File: config.mk
export PLATFORM = sky130hd
export DESIGN_NAME = bta_serial_sched
export DESIGN_NICKNAME = d
export VERILOG_FILES = /design/src/rtl/bta_serial_sched.sv
export SDC_FILE = /design/constraint.sdc
export NUM_CORES = 1
export LEC_CHECK = 0
export BUFFER_PORTS_ARGS = -buffer_cell sky130_fd_sc_hd__buf_2
export CAP_MARGIN = 10
export CORE_AREA = 4 4 166 168
export CTS_BUF_LIST = sky130_fd_sc_hd__clkbuf_4 sky130_fd_sc_hd__clkbuf_8
export DETAILED_ROUTE_END_ITERATION = 8
export DIE_AREA = 0 0 170 172
export GPL_TIMING_DRIVEN = 0
export SYNTH_ARGS = -nofsm -noshare
export SYNTH_HDL_FRONTEND = slang
export SYNTH_SLANG_ARGS = --single-unit
File: constraint.sdc
create_clock -name clk -period 6.35 [get_ports clk]
set_clock_uncertainty 0.1 [all_clocks]
set_input_delay 0 -clock clk [delete_from_list [all_inputs] [get_ports clk]]
set_output_delay 0 -clock clk [all_outputs]
set_load 0.005 [all_outputs]
File: src/rtl/bta_serial_sched.sv
`default_nettype none
// +----------------------------------------------------------------------------+
// | bta_serial_sched: N-operand binary-tree sum through one shared adder.      |
// | Optional BTA_SIGNED_EN: sign-extend operands. Rev 1.0                      |
// +----------------------------------------------------------------------------+
module bta_serial_sched #(
   parameter int N = 8,
   parameter int M = 16
) (
   input  logic                         clk,
   input  logic                         rst,
   input  logic                         clear,
   input  logic                         in_valid,
   output logic                         in_ready,
   input  logic [M-1:0]                 in_data,
   output logic                         out_valid,
   input  logic                         out_ready,
   output logic [M+$clog2(N)-1:0]       out_sum,
   output logic                         busy,
   output logic [$clog2(N):0]           op_count
);
   localparam int LOG2N = $clog2(N);
   localparam int c_W   = M + LOG2N;
   localparam int c_LVW = $clog2(LOG2N + 1);
   localparam logic [LOG2N:0]   c_LAST_CNT = (LOG2N + 1)'(N - 1);
   localparam logic [LOG2N-1:0] c_ONE      = LOG2N'(1);

   typedef enum logic [1:0] {
      ST_LOAD   = 2'd0,
      ST_REDUCE = 2'd1,
      ST_DONE   = 2'd2
   } state_t;

   state_t             r_state;
   state_t             w_next;
   logic [c_W-1:0]     r_buf [N];
   logic [LOG2N:0]     r_count;
   logic [c_LVW-1:0]   r_level;
   logic [LOG2N-1:0]   r_k;
   logic               r_out_valid;
   logic [c_W-1:0]     r_out_sum;

   logic               w_accept;
   logic [LOG2N-1:0]   w_lo;
   logic [LOG2N-1:0]   w_hi;
   logic [LOG2N-1:0]   w_half;
   logic               w_k_last;
   logic               w_lvl_last;
   logic [c_W-1:0]     w_ext;

`ifdef BTA_SIGNED_EN
   assign w_ext = {{LOG2N{in_data[M-1]}}, in_data};
`else
   assign w_ext = {{LOG2N{1'b0}}, in_data};
`endif

   // Pair k of level L combines slots k*2^L and k*2^L + 2^(L-1).
   assign w_lo       = r_k << r_level;
   assign w_half     = c_ONE << (r_level - c_LVW'(1));
   assign w_hi       = w_lo + w_half;
   assign w_k_last   = (r_k == LOG2N'((N >> r_level) - 1));
   assign w_lvl_last = (r_level == c_LVW'(LOG2N));
   assign w_accept   = in_valid && (r_state == ST_LOAD);

   always_ff @(posedge clk or posedge rst) begin
      if (rst) r_state <= ST_LOAD;
      else     r_state <= w_next;
   end

   always_comb begin
      w_next = r_state;
      case (r_state)
         ST_LOAD:   if (w_accept && (r_count == c_LAST_CNT)) w_next = ST_REDUCE;
         ST_REDUCE: if (w_k_last && w_lvl_last)              w_next = ST_DONE;
         ST_DONE:   if (r_out_valid && out_ready)            w_next = ST_LOAD;
         default:   w_next = ST_LOAD;
      endcase
      if (clear) w_next = ST_LOAD;
   end

   always_ff @(posedge clk or posedge rst) begin
      if (rst) begin
         for (int i = 0; i < N; i++) r_buf[i] <= '0;
         r_count     <= '0;
         r_level     <= c_LVW'(1);
         r_k         <= '0;
         r_out_valid <= 1'b0;
         r_out_sum   <= '0;
      end else if (clear) begin
         r_count     <= '0;
         r_level     <= c_LVW'(1);
         r_k         <= '0;
         r_out_valid <= 1'b0;
      end else begin
         case (r_state)
            ST_LOAD: begin
               r_level <= c_LVW'(1);
               r_k     <= '0;
               if (w_accept) begin
                  r_buf[r_count[LOG2N-1:0]] <= w_ext;
                  r_count                   <= r_count + 1'b1;
               end
            end
            ST_REDUCE: begin
               r_buf[w_lo] <= r_buf[w_lo] + r_buf[w_hi];
               if (w_k_last) begin
                  r_k     <= '0;
                  r_level <= r_level + c_LVW'(1);
               end else begin
                  r_k <= r_k + c_ONE;
               end
            end
            ST_DONE: begin
               // First DONE cycle transfers the finished slot 0 to the output.
               if (!r_out_valid) begin
                  r_out_valid <= 1'b1;
                  r_out_sum   <= r_buf[0];
               end else if (out_ready) begin
                  r_out_valid <= 1'b0;
                  r_count     <= '0;
               end
            end
            default: ;
         endcase
      end
   end

   assign in_ready  = (r_state == ST_LOAD);
   assign busy      = (r_state == ST_REDUCE) || (r_state == ST_DONE);
   assign out_valid = r_out_valid;
   assign out_sum   = r_out_sum;
   assign op_count  = r_count;

endmodule
`default_nettype wire

Word level (Yosys, flattened, before mapping)

Cells that the tools add are included.

Add/subtract/negate cells: 7
Order comparisons: 5
Equal/unequal tests: 13
Shifts and indexed selects: 3
Mux-type cells: 34
Bitwise logic cells: 5
Reductions and logical operators: 17

Operators by type and width:

| operator                                                                | count |
|---|---|
| 152-bit bitwise mux                                                     | 2 |
| 152-bit one-hot mux with 2 select lines                                 | 1 |
| 152-bit 2-to-1 mux                                                      | 1 |
| 19-bit binary-select mux with 3-bit select                              | 2 |
| 19-bit demux with 3-bit select                                          | 2 |
| 19-bit 2-to-1 mux                                                       | 6 |
| 19-bit adder                                                            | 1 |
| 4-bit 2-to-1 mux                                                        | 4 |
| 3-bit inequality test, second input constant                            | 5 |
| 4-bit >= comparator, second input constant                              | 3 |
| 2-bit 2-to-1 mux                                                        | 6 |
| 3-bit NOT with 4-bit output                                             | 3 |
| 3-bit AND reduction                                                     | 3 |
| 4-bit by 1-bit < comparator with 1-bit output, second input constant    | 2 |
| 4-bit one-hot mux with 2 select lines                                   | 1 |
| 1-bit logical AND                                                       | 6 |
| 3-bit 2-to-1 mux                                                        | 2 |
| 3-bit by 2-bit inequality test with 1-bit output, second input constant | 2 |
| 2-bit one-hot mux with 3 select lines                                   | 1 |
| 3-bit one-hot mux with 2 select lines                                   | 1 |
| 3-bit nonzero test                                                      | 2 |
| 4-bit by 1-bit adder with 4-bit output, second input constant           | 1 |
| 2-bit == test, second input constant                                    | 2 |
| 4-bit by 3-bit == test with 1-bit output, second input constant         | 1 |
| 19 further kinds                                                        | 24 |

Flip-flop bits (word level): 183
Input bits: 21
Word-level logic and storage cells: 98

Logic depth before layout (Yosys ltp)

Depth in word-level cells: 10
Gate-level depth with buffers: 20
Depth with buffers taken out: 17

Worst setup path before layout

OpenSTA, ideal clock, no wires.

Path type: reg2reg
From: register r_level[0]
To: register r_buf[148] (netlist bit)
Arrival time: 5.291 ns
Data required time: 6.115 ns
Path slack: 0.824 ns
Stages on the path, launching flop included: 20
Path buffers: 3
Period minus slack after synthesis: 5.526 ns
Cell sequence: dfstp_2 -> or3b_1 -> inv_2 -> clkbuf_1 -> ha_1 -> fa_1 -> xnor2_1 -> xnor2_4 -> buf_4 -> mux4_2 -> mux2_2 -> ha_1 -> buf_6 -> a21o_1 -> a21o_1 -> a21o_1 -> or3_1 -> a311oi_2 -> xor2_2 -> o221ai_2

Cells in the longest elaborated chain, start to end: 10

Ends and longest elaborated chain:

| what                                                  | line | text |
|---|---|---|
| start: declaration                                    | 38   | `logic [c_LVW-1:0] r_level;` |
| start signal: assignment                              | 85   | `r_level <= c_LVW'(1);` |
| start signal: assignment                              | 91   | `r_level <= c_LVW'(1);` |
| start signal: assignment                              | 97   | `r_level <= c_LVW'(1);` |
| 2-bit by 1-bit subtractor with 2-bit output           | 59   | `assign w_half = c_ONE << (r_level - c_LVW'(1));` |
| 1-bit by 2-bit << shifter with 3-bit output           | 59   |  |
| 3-bit adder                                           | 60   | `assign w_hi = w_lo + w_half;` |
| 3-bit NOT with 4-bit output (not written as such)     | 105  | `r_buf[w_lo] <= r_buf[w_lo] + r_buf[w_hi];` |
| 19-bit binary-select mux with 3-bit select            | 105  |  |
| 19-bit 2-to-1 mux (not written as such) (2 in series) | 105  |  |
| 19-bit adder                                          | 105  |  |
| 152-bit bitwise mux *                                 | 105  |  |
| 152-bit one-hot mux with 2 select lines *             | 95   | `case (r_state)` |
| end signal: indexed assignment                        | 100  | `r_buf[r_count[LOG2N-1:0]] <= w_ext;` |
| end signal: indexed assignment                        | 105  |  |
| end: declaration                                      | 36   | `logic [c_W-1:0] r_buf [N];` |

Mark *: on every way between the ends. The rest lies on a longest branch, timed or not. The select of a mux whose other input is x is not followed.
A chain may end at the register's enable or synchronous reset.

Worst setup path in the final report

From: register r_level[0]
To: register r_buf[54] (netlist bit)

Same word-level chain as after synthesis.

==> flow_metrics.tcl <==
set metrics [dict create \
    grt_max_degree 98 \
    crit_type "register to register" \
    dp.cells 1601 \
    portBuffers 40 \
    dpl_cell_area_um2 12300 \
    power_density_nw_per_um2 346 \
    num_vias 11253 \
    clkSlewWorstSetupHoldPaths_ps 120 \
    critical_path_required_ps 6610 \
    cp-end-kind "register" \
    place_congestion 1.01 \
    synth_fp_nets 1274 \
    grt_pass1_vias 10793 \
    crit_path_cell_trace "or3b_1, clkbuf_1, or3_1, clkbuf_1, buf_1, o22ai_1, nor4_1, ha_1, fa_1, a21oi_1, o22ai_1, a31o_2, a21o_1, a21oi_1, a311oi_1, buf_2, o21ai_0" \
    routedWlPerCell_um 29.1 \
    power.leakage_nw 5.70 \
    finalCritPeriodShare 0.995 \
    cp_max_fo 10 \
    slew_viol_final 0 \
    cts_made_buffers 17 \
    track_usage 0.330 \
    setup_violations 0 \
    synthTopCellsByArea "dfrtp_1 39%, mux4_2 7.4%, nand2_1 6.0%" \
    die_h_um 172 \
    worstPathArrival_ps 6580 \
    ios 47 \
    dp_hpwl_um 32300 \
    synth.ff_latch_count 183 \
    clk_latency_ps 500 \
    synthTopCellsByCount "185 x nand2_1, 182 x dfrtp_1, 128 x o21ai_0" \
    synth-main-ff-cell "dfrtp_1" \
    nets 1364 \
    violations "hold timing" \
    antenna_found_initial 0 \
    grt_pass1_wl_um 71000 \
    yosysWarnings 0 \
    place_ws_ps -838 \
    drive_gt1_frac 0.172 \
    cts_root_buffer "clkbuf_8" \
    n_antenna_cell 0 \
    drcViolationCount 0 \
    relSlewSlack 0.0762 \
    setup_slack_ps 32.4 \
    hold_slack_ps -11.7 \
    async_reset_ff_frac 1.00 \
    synth.largest_area_cell "dfrtp_1" \
    fin_util 0.501 \
    dieArea_um2 29200 \
    synth_top_area_share 0.393 \
    startpoint_type "register" \
    htreeDepth 4 \
    ir_drop_mv 0.180 \
    cts_tree "built" \
    ff2ff_setup_slack_ps 30 \
    grt_overflow 0 \
    rsz0062_at_grt "false" \
    syn_to_final_growth_pct 12.0 \
    ant_nets 0 \
    synth_edf_count 0 \
    drv_cap 0 \
    die_w_um 170 \
    slowest_delay_ps 850 \
    core_um2 25900 \
    worst_slew_pin_slew_ps 1390 \
    synth_seq_area_share 0.395 \
    finalWirelength_um 48200 \
    cts.sinks 183 \
    viasPerCell 6.78 \
    synth_cell_types 90 \
    cp_slowest_cell "buf_1" \
    syn_area_um2 11600 \
    hold_viol 3 \
    row_count 59 \
    drt_iter0_drc 1825 \
    syn_inst 1221 \
    status "finished with violations" \
    initial_core_util 0.448 \
    yosysMostFrequentCell "nand2_1" \
    fin_crit_ps 6320 \
    max_freq_ghz 0.158 \
    dr.pass1.iters 6 \
    design_area_um2 13000 \
    clockBufferDepth 2 \
    final_cell_count_no_fill 1659 \
    synth.avg_cell_area_um2 9.50 \
    min_path_type "input pin to asynchronous set/reset pin" \
]
## worst max-delay path, delay by kind of cell (launching register included)
kind,cells,cell delay [ps]
adder cells (fa/ha/maj),2,510
buffers and inverters,4,2420
AND/OR/NAND/NOR,3,670
AO/OA/AOI/OAI,8,1900
flip-flops,1,590
## area by class of cell
class                      count  area (um2)
clock inverter                14         184
sequential                   183        4580
clock buffer                  18         241
buffer                        90         434
multi-input combinational    927        6540
fill                        2427       12900
inverter                      20        85.1
timing repair buffer          72         507
tap                          335         419
## layer usage
metal	share of wire	global-route usage	wire, um
met1	0.39	0.446	18600
met2	0.43	0.482	20500
met3	0.14	0.118	6720
met4	0.048	0.142	2340
met5	0	0	0
## sequential cells by signal, indices dropped and copies added (netlist names)
register / flops
r_buf: 152
out_sum: 19
op_count: 4
r_k: 3
r_level: 2
r_state: 2
out_valid: 1
## cell usage in the layout, fill, tap and decap left out, drive strengths merged, types with 4 or more instances in the layout
| cell type | netlist | final |
|---|---|---|
| a21o | 19 | 19 |
| nor2 | 75 | 75 |
| mux2i | 9 | 9 |
| o21ai | 146 | 146 |
| inv | 20 | 27 |
| mux2 | 38 | 38 |
| xnor2 | 13 | 13 |
| nor4 | 17 | 17 |
| or3 | 4 | 4 |
| nor2b | 12 | 12 |
| nand2 | 185 | 185 |
| a32o | 4 | 4 |
| a22oi | 65 | 65 |
| o221ai | 11 | 11 |
| a21oi | 43 | 43 |
| xor2 | 11 | 11 |
| and2 | 12 | 12 |
| o22ai | 37 | 37 |
| mux4 | 38 | 38 |
| clkbuf | 63 | 81 |
| dlygate4sd3 | 0 | 20 |
| a22o | 11 | 11 |
| o21a | 5 | 5 |
| nor3b | 6 | 6 |
| nand3 | 28 | 28 |
| ha | 30 | 30 |
| dfrtp | 182 | 182 |
| clkinv | 0 | 4 |
| a32oi | 23 | 23 |
| and3 | 8 | 8 |
| buf | 28 | 79 |
| nor3 | 18 | 18 |
| a31oi | 5 | 5 |
| a2111oi | 4 | 4 |
## path summary, 6_finish.rpt
path                       cells after the start  startpoint          to
setup / recovery                              17  r_level[0]   r_buf[54]
hold / removal                                 3         rst  r_buf[134]
setup reg to reg                              17  r_level[0]   r_buf[54]
hold reg to reg                                1  out_sum[6]  out_sum[6]
max in group asynchronous                      4         rst    r_buf[5]
min in group clk                               5   out_ready   out_valid
## metrics by stage
step / hold WS, ps / TNS, ps / total power [mW]
after floorplan: 41.6 / 0 / 2.89
after global placement: 198 / -276670 / 3.46
after global routing: 80.9 / 0 / 4.70
final: -11.7 / 0 / 4.49
after detailed placement: 40.0 / -49540 / 3.50
after CTS: 48.0 / 0 / 4.37
## power by group
group / internal [mW] / switching [mW]
clock: 0.373 / 0.510
sequential: 1.34 / 0.193
combinational: 0.758 / 1.32
## cells by family (layout without fill, tap and decap cells)
family	after synthesis	in the layout	share of synthesized area
xor gates and xnor gates	24	24	0.0230
and+or+nand+nor	382	382	0.149
adders and majority gates	32	32	0.0358
buffers and inverters	111	214	0.0437
DFF	183	183	0.395
AOI/OAI and AO/OA	404	404	0.234
muxes	85	85	0.120
## timing repair
action                                  in CTS  in global routing
hold buffers                                20                  0
endpoints found under the hold margin      196                  0
endpoints found under the setup margin      96                 56
buffers inserted                             4                  1
resized for setup                            4                  6
pin swaps                                    1                  1
Power figures use the tool's default switching activity.
